## src/rtl/sha256_round_ctrl.sv

```systemverilog
// Sequencing controller for one SHA-256 block compression.
// Produces registered schedule/working-variable/hash strobes and the round index for K_t lookup.
module sha256_round_ctrl #(
  parameter int NUM_ROUNDS = 64,
  parameter int CNT_W      = 6
) (
  input  logic             clk,
  input  logic             reset,
  input  logic             block_valid,
  input  logic             block_first,
  output logic             block_ready,
  input  logic             abort,
  output logic             sched_init,
  output logic             sched_ready,
  output logic             digest_update,
  output logic             h_init,
  output logic             work_init,
  output logic             round_en,
  output logic [CNT_W-1:0] round_idx,
  output logic             busy,
  output logic             digest_valid
);

  if (NUM_ROUNDS < 2 || NUM_ROUNDS > (2 ** CNT_W)) begin : g_bad_param
    $error("sha256_round_ctrl: NUM_ROUNDS must lie in [2, 2**CNT_W]");
  end

  typedef enum logic [2:0] {IDLE, LOAD, ROUNDS, FINAL, DONE} state_t;

  state_t           state_q, state_d;
  logic             first_q, first_d;
  logic [CNT_W-1:0] idx_d;
  logic             dv_d;
  logic             accept, last_round;

  // block_ready is a registered copy of (state_q == IDLE), so it doubles as the accept qualifier.
  assign accept     = block_ready & block_valid & ~abort;
  assign last_round = (round_idx == CNT_W'(NUM_ROUNDS - 1));

  always_comb begin
    state_d = state_q;
    unique case (state_q)
      IDLE:    if (accept) state_d = LOAD;
      LOAD:    state_d = ROUNDS;
      ROUNDS:  if (last_round) state_d = FINAL;
      FINAL:   state_d = DONE;
      DONE:    state_d = IDLE;
      default: state_d = IDLE;
    endcase
    if (abort) state_d = IDLE;

    first_d = accept ? block_first : first_q;
    idx_d   = (state_q == ROUNDS && state_d == ROUNDS) ? round_idx + CNT_W'(1) : '0;

    dv_d = digest_valid;
    if (state_d == DONE) dv_d = 1'b1;
    if (accept || abort) dv_d = 1'b0;
  end

  // Every output is registered from the next-state decode, so none depends combinationally on an input.
  always_ff @(posedge clk) begin
    if (reset) begin
      state_q       <= IDLE;
      first_q       <= 1'b0;
      block_ready   <= 1'b1;
      sched_init    <= 1'b0;
      sched_ready   <= 1'b0;
      digest_update <= 1'b0;
      h_init        <= 1'b0;
      work_init     <= 1'b0;
      round_en      <= 1'b0;
      round_idx     <= '0;
      busy          <= 1'b0;
      digest_valid  <= 1'b0;
    end else begin
      state_q       <= state_d;
      first_q       <= first_d;
      block_ready   <= (state_d == IDLE);
      sched_init    <= (state_d == LOAD);
      work_init     <= (state_d == LOAD);
      h_init        <= (state_d == LOAD) & first_d;
      sched_ready   <= (state_d == ROUNDS);
      round_en      <= (state_d == ROUNDS);
      digest_update <= (state_d == FINAL);
      busy          <= (state_d == LOAD) || (state_d == ROUNDS) || (state_d == FINAL);
      round_idx     <= idx_d;
      digest_valid  <= dv_d;
    end
  end

endmodule

```

## config.mk

```make
export PLATFORM = sky130hd
export DESIGN_NAME = sha256_round_ctrl
export DESIGN_NICKNAME = d
export VERILOG_FILES = /design/src/rtl/sha256_round_ctrl.sv
export SDC_FILE = /design/constraint.sdc
export NUM_CORES = 1
export LEC_CHECK = 0
export ABC_AREA = 1
export BUFFER_PORTS_ARGS = -buffer_cell sky130_fd_sc_hd__buf_2
export CAP_MARGIN = 40
export CORE_MARGIN = 3
export CORE_UTILIZATION = 47
export CTS_CLUSTER_SIZE = 24
export DETAILED_ROUTE_END_ITERATION = 6
export GPL_TIMING_DRIVEN = 0
export PLACE_DENSITY = 0.72
export SYNTH_ARGS = -nofsm -noshare
export SYNTH_HDL_FRONTEND = slang
export SYNTH_SLANG_ARGS = --single-unit
```

## constraint.sdc

```tcl
create_clock -name clk -period 1.3 [get_ports clk]
set_input_delay 0.065 -clock clk [delete_from_list [all_inputs] [get_ports clk]]
set_output_delay 0.065 -clock clk [all_outputs]
set_load 0.02 [all_outputs]
```

==> impl_results.md, run 1 <==
* Max cap viols at 0
* Commonest non-fill, non-tap cells in the layout: buf_2 (19), dfxtp_1 (15), nor2_1 (14)
* CTS sink count at 17
* Mapped Cells at 76
* Most common cell after layout, fill and taps aside: buf_2
* Syn avg cell area at 8.45 sq um
* Finished Core Util at 0.700
* Boundary pin count at 20
* Skew final at 0.00132 ns
* Number of diodes at 0
* Total grt overflow at 0
* Max_slew headroom at 0.835
* CTS Buffer Depth at 2
* Vias in the first global route at 480
* Fin. max-slew vios at 0
* Final Setup Violations at 0
* Vias at 545
* Leading area contributor after synthesis: dfxtp_1
* HP Class: primary input to register
* Cell leakage power at 0.386 nW
* GRT Overall Usage at 0.139
* Initial antenna violation count at 0
* Share of cells above drive strength 1 at 0.384
* Nets at 106
* Layout filler cell count at 104
* Area growth syn-to-layout at 29.4%
* DR WL/cell at 9.97 um
* Maximum number of pins on one net before global-route repair at 10
* Core ar. at 0.00119 sq mm
* CP Data Arrival Time at 1.40 ns
* Max VDD drop at 0.661 mV
* H-tree levels at 1
* Area occupied by multi-input gates at 298 sq um
* Initial core utilization at 0.541
* Vias/cell at 4.82
* Number of DRC markers in iteration 0 at 7
* First-pass GRT wire length at 1.94 mm
* Crit. End Element: register
* Tmin final at 1.20 ns
* Clock-pin transition on the worst setup and hold timing paths at 0.09 ns
* Setup_tns at 0 ns
* Die Area at 0.00185 sq mm
* Routed wire length at 1.13 mm
* Die X at 43.0 um
* Status: complete, no violations
* Warnings, synthesis at 0
* DR DRC count at 0
* Critical path class: register to register
* Yosys cell types at 17
* Final Cycle Share at 0.927
* Crit path max fanout at 6
* Top-area cell type share of the netlist area at 0.530
* RSZ-0062 raised after global routing: false
* Clock buffer count from CTS at 3
* Hold Slack at 0.0220 ns
* Die height at 43.0 um
* R2R Setup Slk at 0.1 ns
* Routed Antenna Nets at 0
* Mapped Area at 642 sq um
* Max frequency at 0.830 GHz
* TritonCTS clock tree: done
* Tot Pwr at 0.875 mW
* Register Area at 345 sq um
* WP data required at 1.49 ns
* Power Density at 1050 mW/mm^2
* FP Rows at 12
* Worst setup SP type: register
* Clk root buf: clkbuf_4
* Worst-Skew Late Latency at 0.29 ns
* Seq/Total Area, Yosys at 0.530
* Fin area at 831 sq um
* Detailed Routing Iterations Pass 1 at 4
* Register bit total from synthesis at 17
* Syn Nets at 82
* Post-DP HPWL at 847 um
* Synth top area cells: dfxtp_1 (53%), nor2_1 (9.4%), nand2_1 (7.0%)
* Cell Area, Placed at 757 sq um
* Final Wtd Congestion at 0.770
* Port Buffers at 19
* Final Hold Fails at 0
* Worst-Margin Slew at 0.246 ns
routing by layer:
metal  part of all wire  routed length, um  global-route usage  up-vias
li1                   -                  -                   -      281
met1               0.48                540               0.178      244
met5                  0                  0                   0        -
met2               0.43                489               0.210       14
met4              0.024                 27              0.0723        0
met3              0.062                 70              0.0381        6
synth_stat cells:
master / n
dfxtp_1: 17
ha_1: 1
inv_2: 1
nand3_1: 5
inv_1: 8
nor4_1: 1
nand3_2: 2
buf_4: 2
o21ai_0: 2
a31oi_1: 1
nor2_4: 2
xor2_1: 2
xnor2_1: 2
a21oi_1: 1
nor2_1: 16
nand2_1: 12
nor3_1: 1
final timing paths:
kind,start,to,cells after the start
worst max-delay path,round_idx[0]$_SDFF_PP0_,round_idx[0]$_SDFF_PP0_,8
worst min-delay path,reset,work_init$_SDFF_PP0_,2
worst max register to register,round_idx[0]$_SDFF_PP0_,round_idx[0]$_SDFF_PP0_,8
worst min register to register,round_idx[0]$_SDFF_PP0_,round_idx[0]$_SDFF_PP0_,1
state kept, by name, summed over array words and instances, names as in the netlist:
register and count:
busy 1, round_en 1, block_ready 1, round_idx 6, digest_valid 1, digest_update 1, state_q 3, h_init 1
first_q 1, work_init 1
logic make-up (layout without fill, tap and decap cells):
group                      after synthesis  count (layout)  synth area share
buffers and inverters                   11              34            0.0760
xor gates and xnor gates                 4               4            0.0546
and+or+nand+nor                         39              39             0.287
AOI/OAI and AO/OA                        4               4            0.0331
DFF                                     17              17             0.530
adders and majority gates                1               1            0.0195
metrics by stage:
stage / worst slack [ns] / cells
floorplan: 0.0458 / 76
global placement: 0.0255 / 109
detailed placement: -0.00551 / 109
CTS: 0.00879 / 113
global route: 0.00653 / 113
finish: 0.0953 / 113
report_power, final:
part | total [mW] | switching, mW | internal [mW]
sequential | 0.531 | 0.00389 | 0.527
combinational | 0.0658 | 0.0432 | 0.0226
clock | 0.278 | 0.159 | 0.119
total | 0.875 | 0.206 | 0.669
layout make-up:
class                           count  area share
Sequential cell                    17       0.416
Multi-Input combinational cell     48       0.358
Timing Repair Buffer               19       0.114
Inverter                            9      0.0407
Clock buffer                        4      0.0316
Tap cell                           14      0.0211
Buffer                              2      0.0181
critical path, stage by stage, from the launching register on:
cell and delay [ns]:
dfxtp_4 0.38, ha_4 0.14, nand3_2 0.08, nor2_1 0.11, nand2_1 0.06, nand2_2 0.12
nand2_4 0.07, nand3_4 0.09, nor2_1 0.05
timing repair:
item                                    CTS  global route
endpoints found under the setup margin    6             8
pin swaps                                 0             2
buffers inserted                          0             0
resized for setup                         2             9
hold buffers                              0             0
(Power assumes the default switching activity.)
==> run 2, diff against run 1 <==
- CTS_CLUSTER_DIAMETER: default -> 200
- REMOVE_ABC_BUFFERS: default -> 1
==> impl_results.md, run 2 (same netlist as run 1, synthesis figures left out) <==
* Most common cell after layout, fill and taps aside: buf_2
* Vias at 527 (-3.3%)
* Status: complete, no violations
* Routed Antenna Nets at 0 (unchanged)
* Max cap viols at 0 (unchanged)
* Crit path max fanout at 6 (unchanged)
* Fin. max-slew vios at 0 (unchanged)
* WP data required at 1.47 ns (-0.02 ns)
* TritonCTS clock tree: done
* Tmin final at 1.22 ns (+0.0202 ns)
* DR DRC count at 0 (unchanged)
* Largest stage delay, worst path at 0.38 ns (about the same)
* Number of DRC markers in iteration 0 at 8 (+1)
* Area occupied by multi-input gates at 288 sq um (-3.4%)
* Core ar. at 0.00119 sq mm (unchanged)
* Initial antenna violation count at 0 (unchanged)
* Share of cells above drive strength 1 at 0.357 (-0.0267)
* Register Area at 343 sq um (-0.72%)
* Die Area at 0.00185 sq mm (unchanged)
* Commonest non-fill, non-tap cells in the layout: buf_2 (19), nor2_1 (16), dfxtp_1 (15)
* Largest regs: round_idx (6), state_q (3)
* Die X at 43.0 um (unchanged)
* Cell Count, Final, Fillers Out at 112 (-0.88%)
* Finished Core Util at 0.684 (-0.0169)
* Max_slew headroom at 0.827 (-0.00716)
* Worst setup SP type: register
* H-tree levels at 1 (unchanged)
* CTS sink count at 17 (unchanged)
* Die height at 43.0 um (unchanged)
* CP Cell Sequence: ha_4 > nand3_2 > nor2_1 > nand2_1 > nand2_2 > nand2_2 > nand3_4 > nor2_1
* Max reg flops at 6 (unchanged)
* Vias in the first global route at 462 (-3.8%)
* Worst-Margin Slew at 0.258 ns (+0.0124 ns)
* Clock buffer count from CTS at 3 (unchanged)
* Final Wtd Congestion at 0.818 (+6.3%)
* Worst-Skew Late Latency at 0.28 ns (about the same)
* Routed wire length at 1.13 mm (about the same)
* Skew final at 0.00350 ns (+0.00219 ns)
* Boundary pin count at 20 (unchanged)
* Largest Register: round_idx
* CP Data Arrival Time at 1.40 ns (about the same)
* Critical path class: register to register
* CTS Buffer Depth at 2 (unchanged)
* FP Rows at 12 (unchanged)
* Area growth syn-to-layout at 26.3%
* Dpl cells at 107 (-1.8%)
* Vias/cell at 4.71 (-2.4%)
* Initial core utilization at 0.541 (unchanged)
* Final Hold Fails at 0 (unchanged)
* Clock-pin transition on the worst setup and hold timing paths at 0.09 ns (about the same)
* Clk root buf: clkbuf_4
* GRT Overall Usage at 0.127 (-0.0119)
* DR WL/cell at 10.1 um (+0.98%)
* Power Density at 1060 mW/mm^2 (+0.71%)
* Setup_tns at 0 ns (unchanged)
* Layout filler cell count at 104 (unchanged)
* HP Class: primary input to register
* First-pass GRT wire length at 1.82 mm (-6.0%)
* Final Cycle Share at 0.942 (+0.0155)
* Port Buffers at 19 (unchanged)
* Detailed Routing Iterations Pass 1 at 4 (unchanged)
* Total grt overflow at 0 (unchanged)
* Final Setup Violations at 0 (unchanged)
* Maximum number of pins on one net before global-route repair at 10 (unchanged)
* Post-DP HPWL at 866 um (+2.1%)
* Critical path's slowest cell: dfxtp_2
* Number of diodes at 0 (unchanged)
* Cell leakage power at 0.374 nW (-3.1%)
* Max frequency at 0.816 GHz (-1.7%)
* Crit. End Element: register
* CTS hold repair buffers at 0 (unchanged)
* Nets at 105 (-0.94%)
* Max VDD drop at 0.648 mV (-2.0%)
## run 2: layout make-up
| cell class | instances | area share |
|---|---|---|
| well taps | 14 | 0.0216 |
| inverters | 9 | 0.0417 |
| repair buffers | 20 | 0.127 |
| multi-input cells | 48 | 0.355 |
| clock buffers | 4 | 0.0324 |
| flip-flops and latches | 17 | 0.423 |
## run 2: what timing repair did
action / 4_1_cts / 5_1_grt
pin swaps: 0 / 1
setup endpoints to repair: 7 / 7
hold endpoints to repair: 0 / 0
resized for setup: 3 / 6
setup buffers: 0 / 1
## run 2: metrics by stage
step / hold WS [ns] / worst slack (ns) / area, sq um / power [mW]
floorplan: 0.137 / -0.0573 / 627 / 0.580
global placement: 0.316 / 0.00157 / 739 / 0.601
detailed placement: 0.324 / -0.0247 / 739 / 0.603
CTS: 0.0159 / 0.00317 / 771 / 0.871
global route: 0.0264 / -0.0279 / 811 / 0.898
finish: 0.0239 / 0.0750 / 811 / 0.860
## run 2: path summary, 6_finish.rpt
path,from,to,slack [ns],depth (start not counted)
hold / removal,abort,digest_valid$_SDFFE_PP0N_,0.02,2
hold reg to reg,state_q[1]$_SDFF_PP0_,state_q[2]$_SDFF_PP0_,0.54,2
setup / recovery,round_idx[0]$_SDFF_PP0_,round_idx[3]$_SDFF_PP0_,0.08,8
setup reg to reg,round_idx[0]$_SDFF_PP0_,round_idx[3]$_SDFF_PP0_,0.08,8
## run 2: per-layer routing
metal,GRT usage,vias to the layer above,wire length [um]
met2,0.213,18,582
met1,0.155,228,463
met5,0,-,0
li1,-,279,-
met4,0.0542,0,14
met3,0.0254,2,67
## run 2: report_power, final
| part | internal, mW | switching (mW) |
|---|---|---|
| Clock | 0.119 | 0.147 |
| Combinational | 0.0198 | 0.0411 |
| Sequential | 0.529 | 0.00386 |
| Total | 0.668 | 0.192 |
## run 2: critical path, delay by kind of cell, from the launching register on
family        cells  cell delay, ns
fa+ha+maj         1            0.15
flops             1            0.38
simple gates      7            0.60
==> run 3, diff against run 2 <==
- RECOVER_POWER: default -> 25
==> impl_results.md, run 3 (same netlist as run 1, synthesis figures left out) <==
* Switching share of power at 0.224 (+0.000369)
* Cell leakage power at 0.348 nW (-6.8%)
* Share of cells above drive strength 1 at 0.296 (-0.0612)
* Comb power frac at 0.069 (-0.002)
* Number of DRC markers in iteration 0 at 8 (unchanged)
* Worst setup SP type: register
* Core ar. at 0.00119 sq mm (unchanged)
* Register Area at 343 sq um (unchanged)
* Die height at 43.0 um (unchanged)
* Power Density at 1070 mW/mm^2 (+0.77%)
* Layout filler cell count at 110 (+5.8%)
* Max cap viols at 0 (unchanged)
* Fin. max-slew vios at 0 (unchanged)
* Status: complete, no violations
* CTS Buffer Depth at 2 (unchanged)
* DR DRC count at 0 (unchanged)
* FP Rows at 12 (unchanged)
* Hold Slack at 0.0239 ns (+0.00000940 ns)
* Area occupied by multi-input gates at 288 sq um (unchanged)
* Max VDD drop at 0.647 mV (about the same)
* Worst-Skew Late Latency at 0.28 ns (about the same)
* CP Data Arrival Time at 1.40 ns (about the same)
* Initial core utilization at 0.541 (unchanged)
* Met2 WL at 580 um (-0.34%)
* Final Cycle Share at 0.942 (about the same)
* Skew final at 0.00353 ns (+0.0000299 ns)
* Sequential power share at 0.621 (about the same)
* DR WL/cell at 10.0 um (-0.44%)
* Most common cell after layout, fill and taps aside: nor2_1
* Vias at 527 (unchanged)
* Tmin final at 1.22 ns (-0.000272 ns)
* Crit. End Element: register
* HP Class: primary input to register
* Final Hold Fails at 0 (unchanged)
* Detailed Routing Iterations Pass 1 at 4 (unchanged)
* GRT Overall Usage at 0.127 (unchanged)
* Post-DP HPWL at 866 um (unchanged)
* Vias/cell at 4.71 (unchanged)
* Met1 WL at 456 um (-1.5%)
* Initial antenna violation count at 0 (unchanged)
* Top layer reached by signal wires: met4
* Clock buffer count from CTS at 3 (unchanged)
* Nets at 105 (unchanged)
* Setup WS pre-CTS at -0.0247 ns (unchanged)
* Port Buffers at 19 (unchanged)
* Power Internal at 0.667 mW (-0.22%)
* Boundary pin count at 20 (unchanged)
* Clock-pin transition on the worst setup and hold timing paths at 0.09 ns (about the same)
* Worst-Margin Slew at 0.258 ns (+0.000000477 ns)
* WP data required at 1.47 ns (about the same)
* Critical path class: register to register
* Max frequency at 0.817 GHz (about the same)
* Area growth syn-to-layout at 25.1%
* Commonest non-fill, non-tap cells in the layout: nor2_1 (16), dfxtp_1 (15), buf_2 (13)
* Clk root buf: clkbuf_4
* CTS hold repair buffers at 0 (unchanged)
* Final Setup Violations at 0 (unchanged)
* Routed Antenna Nets at 0 (unchanged)
* Fin area at 803 sq um (-0.93%)
* Die Area at 0.00185 sq mm (unchanged)
* Final Wtd Congestion at 0.818 (unchanged)
* Largest Register: round_idx
* Crit path max fanout at 6 (unchanged)
* Maximum number of pins on one net before global-route repair at 10 (unchanged)
* Cell Area, Placed at 739 sq um (unchanged)
* Setup_tns at 0 ns (unchanged)
* Number of diodes at 0 (unchanged)
* Routed wire length at 1.12 mm (-0.44%)
* H-tree levels at 1 (unchanged)
* Max reg flops at 6 (unchanged)
* TritonCTS clock tree: done
* Vias in the first global route at 462 (unchanged)
* Clk pwr share at 0.310 (about the same)
* First-pass GRT wire length at 1.82 mm (unchanged)
* Final WS setup at 0.0753 ns (+0.000272 ns)
* Max_slew headroom at 0.827 (unchanged)
* CTS sink count at 17 (unchanged)
* NetSw at 0.192 mW (about the same)
* DR WL met3 at 71 um (+6.0%)
* Total grt overflow at 0 (unchanged)
* Largest regs: round_idx (6), state_q (3)
* Die X at 43.0 um (unchanged)
## run 3: cell types whose count changed in the layout (fill, tap and decap cells not counted)
cell / previous run / this run
buf_2: 19 / 13
clkbuf_1: 1 / 7
## run 3: power groups by stage
stage,sequential (mW),clock (mW),combinational [mW]
final,0.533,0.266,0.0594
after global routing,0.534,0.297,0.0658
after CTS,0.533,0.280,0.0577
after detailed placement,0.545,0,0.0576
after global placement,0.545,0,0.0564
after floorplan,0.555,0,0.0251
## run 3: what timing repair did
action                                  4_1_cts  5_1_grt
gates resized for setup                       3        6
cloned                                        0        0
buffers inserted                              0        1
hold endpoints to repair                      0        0
endpoints found under the setup margin        7        7
pin swaps                                     0        1
## run 3: through the flow
step	util	std cells	power [mW]
global route	0.677	112	0.897
CTS	0.650	111	0.871
detailed placement	0.623	107	0.603
global placement	0.623	107	0.601
floorplan	-	74	0.580
finish	0.677	112	0.859
## run 3: worst max-delay path, stage by stage, from the launching register on
cell and delay [ns]:
dfxtp_2 0.38, ha_4 0.15, nand3_2 0.09, nor2_1 0.12
nand2_1 0.07, nand2_2 0.10, nand2_2 0.08, nand3_4 0.09
nor2_1 0.05
## run 3: worst paths after layout
kind	startpoint	end	slack [ns]	cells after the start
worst max-delay path	round_idx[0]$_SDFF_PP0_	round_idx[3]$_SDFF_PP0_	0.08	8
worst min-delay path	abort	digest_valid$_SDFFE_PP0N_	0.02	2
worst max register to register	round_idx[0]$_SDFF_PP0_	round_idx[3]$_SDFF_PP0_	0.08	8
worst min register to register	state_q[1]$_SDFF_PP0_	state_q[2]$_SDFF_PP0_	0.54	2
## run 3: final cells by class
| class | instances | share of cell area |
|---|---|---|
| flip-flops and latches | 17 | 0.427 |
| multi-input cells | 48 | 0.358 |
| repair buffers | 20 | 0.118 |
| inverters | 9 | 0.0421 |
| clock buffers | 4 | 0.0327 |
| well taps | 14 | 0.0218 |
## run 3: per-layer routing
layer / GRT usage / vias to the layer above
met5: 0 / -
li1: - / 280
met3: 0.0254 / 2
met4: 0.0542 / 0
met1: 0.155 / 227
met2: 0.213 / 18
